$ cat src/rtl/lsu_rmw_pkg.sv
// Shared definitions for the load/store unit:
// funct3 codes, FSM states and the alignment rule.
package lsu_pkg;

  localparam logic [2:0] F3_B  = 3'b000;
  localparam logic [2:0] F3_H  = 3'b001;
  localparam logic [2:0] F3_W  = 3'b010;
  localparam logic [2:0] F3_D  = 3'b011;
  localparam logic [2:0] F3_BU = 3'b100;
  localparam logic [2:0] F3_HU = 3'b101;
  localparam logic [2:0] F3_WU = 3'b110;

  typedef enum logic [1:0] {
    IDLE,
    READ,
    WRITE,
    RESP
  } lsu_state_t;

  function automatic logic lsu_misaligned(
    input logic [2:0] funct3,
    input logic [2:0] addr
  );
    logic m;
    m = 1'b0;
    unique case (funct3)
      F3_H, F3_HU: m = addr[0];
      F3_W, F3_WU: m = |addr[1:0];
      F3_D:        m = |addr;
      default:     m = 1'b0;
    endcase
    return m;
  endfunction

endpackage

$ cat src/rtl/lsu_rmw_if.sv
// Request/response handshake plus the Data_Memory port bundle.
// master = requester and memory, slave = the load/store unit.
interface lsu_rmw_if #(
  parameter int ADDR_W = 64,
  parameter int DATA_W = 64
);
  logic              req_valid;
  logic              req_ready;
  logic              req_write;
  logic [2:0]        req_funct3;
  logic [ADDR_W-1:0] req_addr;
  logic [DATA_W-1:0] req_wdata;
  logic              resp_valid;
  logic              resp_err;
  logic [DATA_W-1:0] resp_rdata;
  logic [ADDR_W-1:0] Mem_Addr;
  logic [DATA_W-1:0] WriteData;
  logic              memWrite;
  logic              memRead;
  logic [DATA_W-1:0] Read_Data;

  modport master (
    output req_valid, req_write, req_funct3,
    output req_addr, req_wdata, Read_Data,
    input  req_ready, resp_valid, resp_err,
    input  resp_rdata, Mem_Addr, WriteData,
    input  memWrite, memRead
  );

  modport slave (
    input  req_valid, req_write, req_funct3,
    input  req_addr, req_wdata, Read_Data,
    output req_ready, resp_valid, resp_err,
    output resp_rdata, Mem_Addr, WriteData,
    output memWrite, memRead
  );
endinterface

$ cat src/rtl/lsu_rmw_align.sv
// Lane extraction/extension for loads and byte-lane
// merge for sub-doubleword stores (little-endian).
module lsu_align
  import lsu_pkg::*;
(
  input  logic [63:0] rbuf,
  input  logic [63:0] wdata,
  input  logic [2:0]  off,
  input  logic [2:0]  funct3,
  output logic [63:0] rdata,
  output logic [63:0] merged
);

  logic [5:0]  sh;
  logic [63:0] lane;
  logic [63:0] mask;

  assign sh = {off, 3'b000};

  always_comb begin
    lane  = rbuf >> sh;
    rdata = '0;
    unique case (funct3)
      F3_B:    rdata = {{56{lane[7]}}, lane[7:0]};
      F3_H:    rdata = {{48{lane[15]}}, lane[15:0]};
      F3_W:    rdata = {{32{lane[31]}}, lane[31:0]};
      F3_D:    rdata = rbuf;
      F3_BU:   rdata = {56'd0, lane[7:0]};
      F3_HU:   rdata = {48'd0, lane[15:0]};
      F3_WU:   rdata = {32'd0, lane[31:0]};
      default: rdata = '0;
    endcase
  end

  always_comb begin
    mask = '1;
    unique case (funct3[1:0])
      2'b00:   mask = 64'h0000_0000_0000_00FF;
      2'b01:   mask = 64'h0000_0000_0000_FFFF;
      2'b10:   mask = 64'h0000_0000_FFFF_FFFF;
      default: mask = '1;
    endcase
    merged = (rbuf & ~(mask << sh))
           | ((wdata & mask) << sh);
  end

endmodule

$ cat src/rtl/lsu_rmw.sv
// RV64 load/store unit in front of Data_Memory; narrow
// stores are done as doubleword read-modify-write.
module lsu_rmw
  import lsu_pkg::*;
#(
  parameter int ADDR_W = 64,
  parameter int DATA_W = 64
) (
  input logic      clk,
  input logic      reset,
  lsu_rmw_if.slave bus
);

  lsu_state_t        state, state_n;
  logic              wr_q;
  logic [2:0]        f3_q;
  logic [ADDR_W-1:0] addr_q;
  logic [DATA_W-1:0] wdata_q;
  logic [DATA_W-1:0] rbuf_q;
  logic [DATA_W-1:0] rdata_q;
  logic              err_q;
  logic              req_err;
  logic [63:0]       src;
  logic [63:0]       ext;
  logic [63:0]       merged;

  assign req_err =
    (bus.req_write ? bus.req_funct3[2]
                   : (bus.req_funct3 == 3'b111))
    | lsu_misaligned(bus.req_funct3, bus.req_addr[2:0]);

  // Extraction reads memory directly in READ so RESP data is registered.
  assign src = (state == READ) ? bus.Read_Data : rbuf_q;

  lsu_align u_align (
    .rbuf   (src),
    .wdata  (wdata_q),
    .off    (addr_q[2:0]),
    .funct3 (f3_q),
    .rdata  (ext),
    .merged (merged)
  );

  always_comb begin
    state_n = state;
    unique case (state)
      IDLE: begin
        if (bus.req_valid) begin
          if (req_err)
            state_n = RESP;
          else if (bus.req_write && bus.req_funct3 == F3_D)
            state_n = WRITE;
          else
            state_n = READ;
        end
      end
      READ:    state_n = wr_q ? WRITE : RESP;
      WRITE:   state_n = RESP;
      RESP:    state_n = IDLE;
      default: state_n = IDLE;
    endcase
  end

  always_ff @(posedge clk or posedge reset) begin
    if (reset) begin
      state   <= IDLE;
      wr_q    <= 1'b0;
      f3_q    <= '0;
      addr_q  <= '0;
      wdata_q <= '0;
      rbuf_q  <= '0;
      rdata_q <= '0;
      err_q   <= 1'b0;
    end else begin
      state <= state_n;
      if (state == IDLE && bus.req_valid) begin
        wr_q    <= bus.req_write;
        f3_q    <= bus.req_funct3;
        addr_q  <= bus.req_addr;
        wdata_q <= bus.req_wdata;
      end
      if (state == READ)
        rbuf_q <= bus.Read_Data;
      if (state_n == RESP) begin
        err_q   <= (state == IDLE);
        rdata_q <= (state == READ && !wr_q) ? ext : '0;
      end
    end
  end

  // reset gates the strobes so an in-flight write never commits
  assign bus.req_ready  = (state == IDLE) && !reset;
  assign bus.memRead    = (state == READ) && !reset;
  assign bus.memWrite   = (state == WRITE) && !reset;
  assign bus.Mem_Addr   = (state == READ || state == WRITE)
                          ? {addr_q[ADDR_W-1:3], 3'b000} : '0;
  assign bus.WriteData  = (state == WRITE)
                          ? ((f3_q == F3_D) ? wdata_q : merged)
                          : '0;
  assign bus.resp_valid = (state == RESP);
  assign bus.resp_err   = err_q;
  assign bus.resp_rdata = rdata_q;

endmodule
$ cat src/flat_wrapper.sv
// flat-port wrapper written by rule: the top's interface ports become plain ports
module lsu_rmw_flat import lsu_pkg::*;
#(
  parameter int ADDR_W = 64,
  parameter int DATA_W = 64
)
  (clk, reset, bus_req_valid, bus_req_write, bus_req_funct3, bus_req_addr, bus_req_wdata, bus_Read_Data, bus_req_ready, bus_resp_valid, bus_resp_err, bus_resp_rdata, bus_Mem_Addr, bus_WriteData, bus_memWrite, bus_memRead);
  lsu_rmw_if #(.ADDR_W(ADDR_W), .DATA_W(DATA_W)) bus_i ();
  input logic clk;
  input logic reset;
  input wire logic [$bits(bus_i.req_valid)-1:0] bus_req_valid;
  input wire logic [$bits(bus_i.req_write)-1:0] bus_req_write;
  input wire logic [$bits(bus_i.req_funct3)-1:0] bus_req_funct3;
  input wire logic [$bits(bus_i.req_addr)-1:0] bus_req_addr;
  input wire logic [$bits(bus_i.req_wdata)-1:0] bus_req_wdata;
  input wire logic [$bits(bus_i.Read_Data)-1:0] bus_Read_Data;
  output wire logic [$bits(bus_i.req_ready)-1:0] bus_req_ready;
  output wire logic [$bits(bus_i.resp_valid)-1:0] bus_resp_valid;
  output wire logic [$bits(bus_i.resp_err)-1:0] bus_resp_err;
  output wire logic [$bits(bus_i.resp_rdata)-1:0] bus_resp_rdata;
  output wire logic [$bits(bus_i.Mem_Addr)-1:0] bus_Mem_Addr;
  output wire logic [$bits(bus_i.WriteData)-1:0] bus_WriteData;
  output wire logic [$bits(bus_i.memWrite)-1:0] bus_memWrite;
  output wire logic [$bits(bus_i.memRead)-1:0] bus_memRead;
  assign bus_i.req_valid = bus_req_valid;
  assign bus_i.req_write = bus_req_write;
  assign bus_i.req_funct3 = bus_req_funct3;
  assign bus_i.req_addr = bus_req_addr;
  assign bus_i.req_wdata = bus_req_wdata;
  assign bus_i.Read_Data = bus_Read_Data;
  assign bus_req_ready = bus_i.req_ready;
  assign bus_resp_valid = bus_i.resp_valid;
  assign bus_resp_err = bus_i.resp_err;
  assign bus_resp_rdata = bus_i.resp_rdata;
  assign bus_Mem_Addr = bus_i.Mem_Addr;
  assign bus_WriteData = bus_i.WriteData;
  assign bus_memWrite = bus_i.memWrite;
  assign bus_memRead = bus_i.memRead;
  lsu_rmw #(.ADDR_W(ADDR_W), .DATA_W(DATA_W)) u_core (.clk(clk), .reset(reset), .bus(bus_i));
endmodule
$ cat config.mk
export PLATFORM = sky130hd
export DESIGN_NAME = lsu_rmw_flat
export DESIGN_NICKNAME = d
export VERILOG_FILES = /design/src/rtl/lsu_rmw_pkg.sv /design/src/rtl/lsu_rmw_if.sv /design/src/rtl/lsu_rmw_align.sv /design/src/rtl/lsu_rmw.sv /design/src/flat_wrapper.sv
export SDC_FILE = /design/constraint.sdc
export NUM_CORES = 1
export LEC_CHECK = 0
export ABC_CLOCK_PERIOD_IN_PS = 8400
export CAP_MARGIN = 20
export CORE_MARGIN = 2
export CORE_UTILIZATION = 45
export DETAILED_ROUTE_END_ITERATION = 7
export PLACE_DENSITY = 0.79
export SLEW_MARGIN = 10
export SYNTH_ARGS = -nofsm -noshare
export SYNTH_HDL_FRONTEND = slang
export SYNTH_SLANG_ARGS = --single-unit
$ cat constraint.sdc
create_clock -name clk -period 8.4 [get_ports clk]
set_input_delay 1.68 -clock clk [delete_from_list [all_inputs] [get_ports clk]]
set_output_delay 1.68 -clock clk [all_outputs]
set_load 0.01 [all_outputs]
==> results.md <==
* Outcome: complete, no violations
* Initial core utilization at 45.7%
* Area of the multi-input gates at 7990 sq um
* Chip height at 189 um
* Die W at 189 um
* Place WS at about 2.7 ns
* Storage cell area at 6590 sq um
* Hold buffer count at cts at 0
* Number of warnings issued by yosys at 0
* Commonest non-fill, non-tap cell in the layout: clkdlybuf4s50_1
* I/O pin cnt at roughly 400
* Setup repair bufs after CTS at 0
* Final hold vios at 0
* HPWL Detailed at between 40 and 50 mm
* Slowest CP cell: nor2_4
* Fmax at 155 MHz
* Worst setup EP type: output pin
* Hold WS at between 0.4 and 0.5 ns
* EDFF count, synth at 0
* Vias after detailed routing at roughly 15000
* Power Density at 507 nW/um^2
* # rows at 67
* Crit path DAT at 4.76 ns
* Drc violations at 0
* Ys async rst share at 100%
* TritonCTS clock tree: built
* Largest net degree at the start of global routing at 174
* # fillers at 2764
* Leakage power at about 8.3 nW
* Number of H-tree levels at 1
* Aggregate global-route resource usage at 34.8%
* Area grow syn2layout at 33.4%
* Clock buffer depth at 3
* Flop-to-flop setup slack at ~4.4 ns
* Setup Skew at between 0.01 and 0.015 ns
* Post-route cell area at roughly 20000 sq um
* Fin crit share at 76.6%
* Time the worst path needs with I/O delays and setup at 6.44 ns
* N_diodes at 0
* Startpoint Class: flop
* Clk_lat worst skew at 0.58 ns
* Avg Synthesized Cell Area at 9.74 sq um
* Initial antenna violation count at 1
* Sinks on Clock Net at about 260
* Crit-path cells: buf_4, nand2_1, nor2_4, nor2_1, a211oi_1, clkdlybuf4s50_1
* Post-CTS Resized at 0
* Setup TNS at 0 ns
* Grt total ovfl at 0
* RSZ-0062 raised after global routing: no
* CP Class: flop to output pin
* Layout net count at 2086
* Commonest non-fill, non-tap cells in the layout: clkdlybuf4s50_1, dfrtp_1, mux2_2
* Global-route wire length before repair at between 90 and 100 mm
* Share of cells above drive strength 1 at 16.6%
* Core Area at between 30000 and 40000 sq um
* Min-Delay Path Class: flop to flop
* Max VDD drop at 0.318 mV
* Cts bufs inserted at 29
* Via/cell ratio at 6.25
* Pins Over Slew Limit at 0
* Port Buf Inserts at about 390
* Count of unique library cells instantiated by Yosys at 62
* Actual slew at the worst max-slew pin at 1.11 ns
* Netlist Area Pre-Place at 15300 sq um
* Routed wire per std cell at about 27 um
* Initial DRC count at 1926
* Total wire length at approximately 63 mm
* GP Congestion at 1.04
* Top_reg_cell synth: dfrtp_1
* # setup viols final at 0
* Post-synthesis instance total at 1572
* WP data required at approximately 6.7 ns
* Sequential share of the synthesized area at 43.0%
* CP Max Fanout at 49
* Vias in the first global route at 14652
* CTS root buffer: clkbuf_16
* CP peak stage delay at a little over 1 ns
* Worst setup margin at approximately 2.0 ns
* Reported max-cap violation count at 0
* DIE AREA at 35500 sq um
* Clk slew on worst S/H paths at 0.06 ns
* Yosys reg bits at 263
* Area post-placement at 19500 sq um
* Drt pass-1 iters at 7
* Routed Antenna Nets at 0
* Slew headroom at between 20% and 30%
==> flip-flops by register name (all words and copies together), names as in the netlist <==
register / cells
u_core.addr_q: 64
u_core.bus.resp_err: 1
u_core.bus.resp_rdata: 64
u_core.f3_q: 3
u_core.rbuf_q: 64
u_core.state: 2
u_core.wdata_q: 64
u_core.wr_q: 1
==> per-stage QoR <==
stage	instances	total power (W)	utilization [%]
after floorplan	1574	0.00608	-
after global placement	2297	0.00883	58.1
after detailed placement	2298	0.00889	58.1
after CTS	2351	0.0102	60.9
after global routing	2353	0.0108	61.0
final	2353	0.0104	61.0
==> where the power goes <==
part | internal [W] | switching (W) | leakage [nW]
clock | 0.000709 | 0.000550 | 0.464
combinational | 0.00274 | 0.00395 | 4.65
sequential | 0.00188 | 0.000528 | 3.23
==> critical path, delay by kind of cell, from the launching register on <==
kind,cells,cell delay (ns)
flip-flops,1,0.34
AND/OR/NAND/NOR,3,2.15
buffers and inverters,2,1.07
AO/OA/AOI/OAI,1,0.59
==> cell families after synthesis <==
logic type      synth area share [%]
flops                           43.0
mux                             19.5
buf+inv                         5.25
other cells                   0.0245
xor+xnor                      0.0572
fa+ha+maj                      0.327
compound gates                  20.7
simple gates                    11.1
==> worst paths after layout <==
kind | from | to | cells after the start
setup / recovery | u_core.f3_q[1]$_DFFE_PP0P_ | bus_WriteData[7] | 6
hold / removal | u_core.bus.resp_rdata[21]$_DFFE_PP0N_ | u_core.bus.resp_rdata[21]$_DFFE_PP0N_ | 1
setup reg to reg | u_core.state[1]$_DFF_PP0_ | u_core.bus.resp_rdata[25]$_DFFE_PP0N_ | 10
hold reg to reg | u_core.bus.resp_rdata[21]$_DFFE_PP0N_ | u_core.bus.resp_rdata[21]$_DFFE_PP0N_ | 1
max in group asynchronous | reset | u_core.addr_q[0]$_DFFE_PP0P_ | 3
min in group asynchronous | reset | u_core.wdata_q[1]$_DFFE_PP0P_ | 2
==> synthesized netlist by cell type (33+ instances only) <==
master / n / area share, %
mux2_2: 173 / 13
and2_1: 64 / 2.6
clkbuf_1: 97 / 2.4
nor3_1: 34 / 1.1
nand2_1: 116 / 2.8
a21oi_1: 77 / 2.5
a211oi_1: 35 / 1.7
o21ai_1: 33 / 1.1
inv_1: 57 / 1.4
nor2_1: 105 / 2.6
mux2i_1: 68 / 4.4
dfrtp_1: 263 / 43
o21ai_0: 120 / 3.9
==> routing by layer <==
metal / routed length (um) / track usage, %
met1: 23700 / 45.0
met2: 28400 / 55.4
met3: 7010 / 7.99
met4: 3620 / 16.5
met5: 10 / 0
==> cell type report <==
type                       instances  area share (%)
clock buffer                      43            4.20
clock inverter                    10           0.367
inverter                          59            1.10
multi-input combinational       1112            39.1
sequential                       263            32.2
tap                              448            2.74
timing repair buffer             418            20.3
Note: power is estimated with default switching activity, not from simulation.
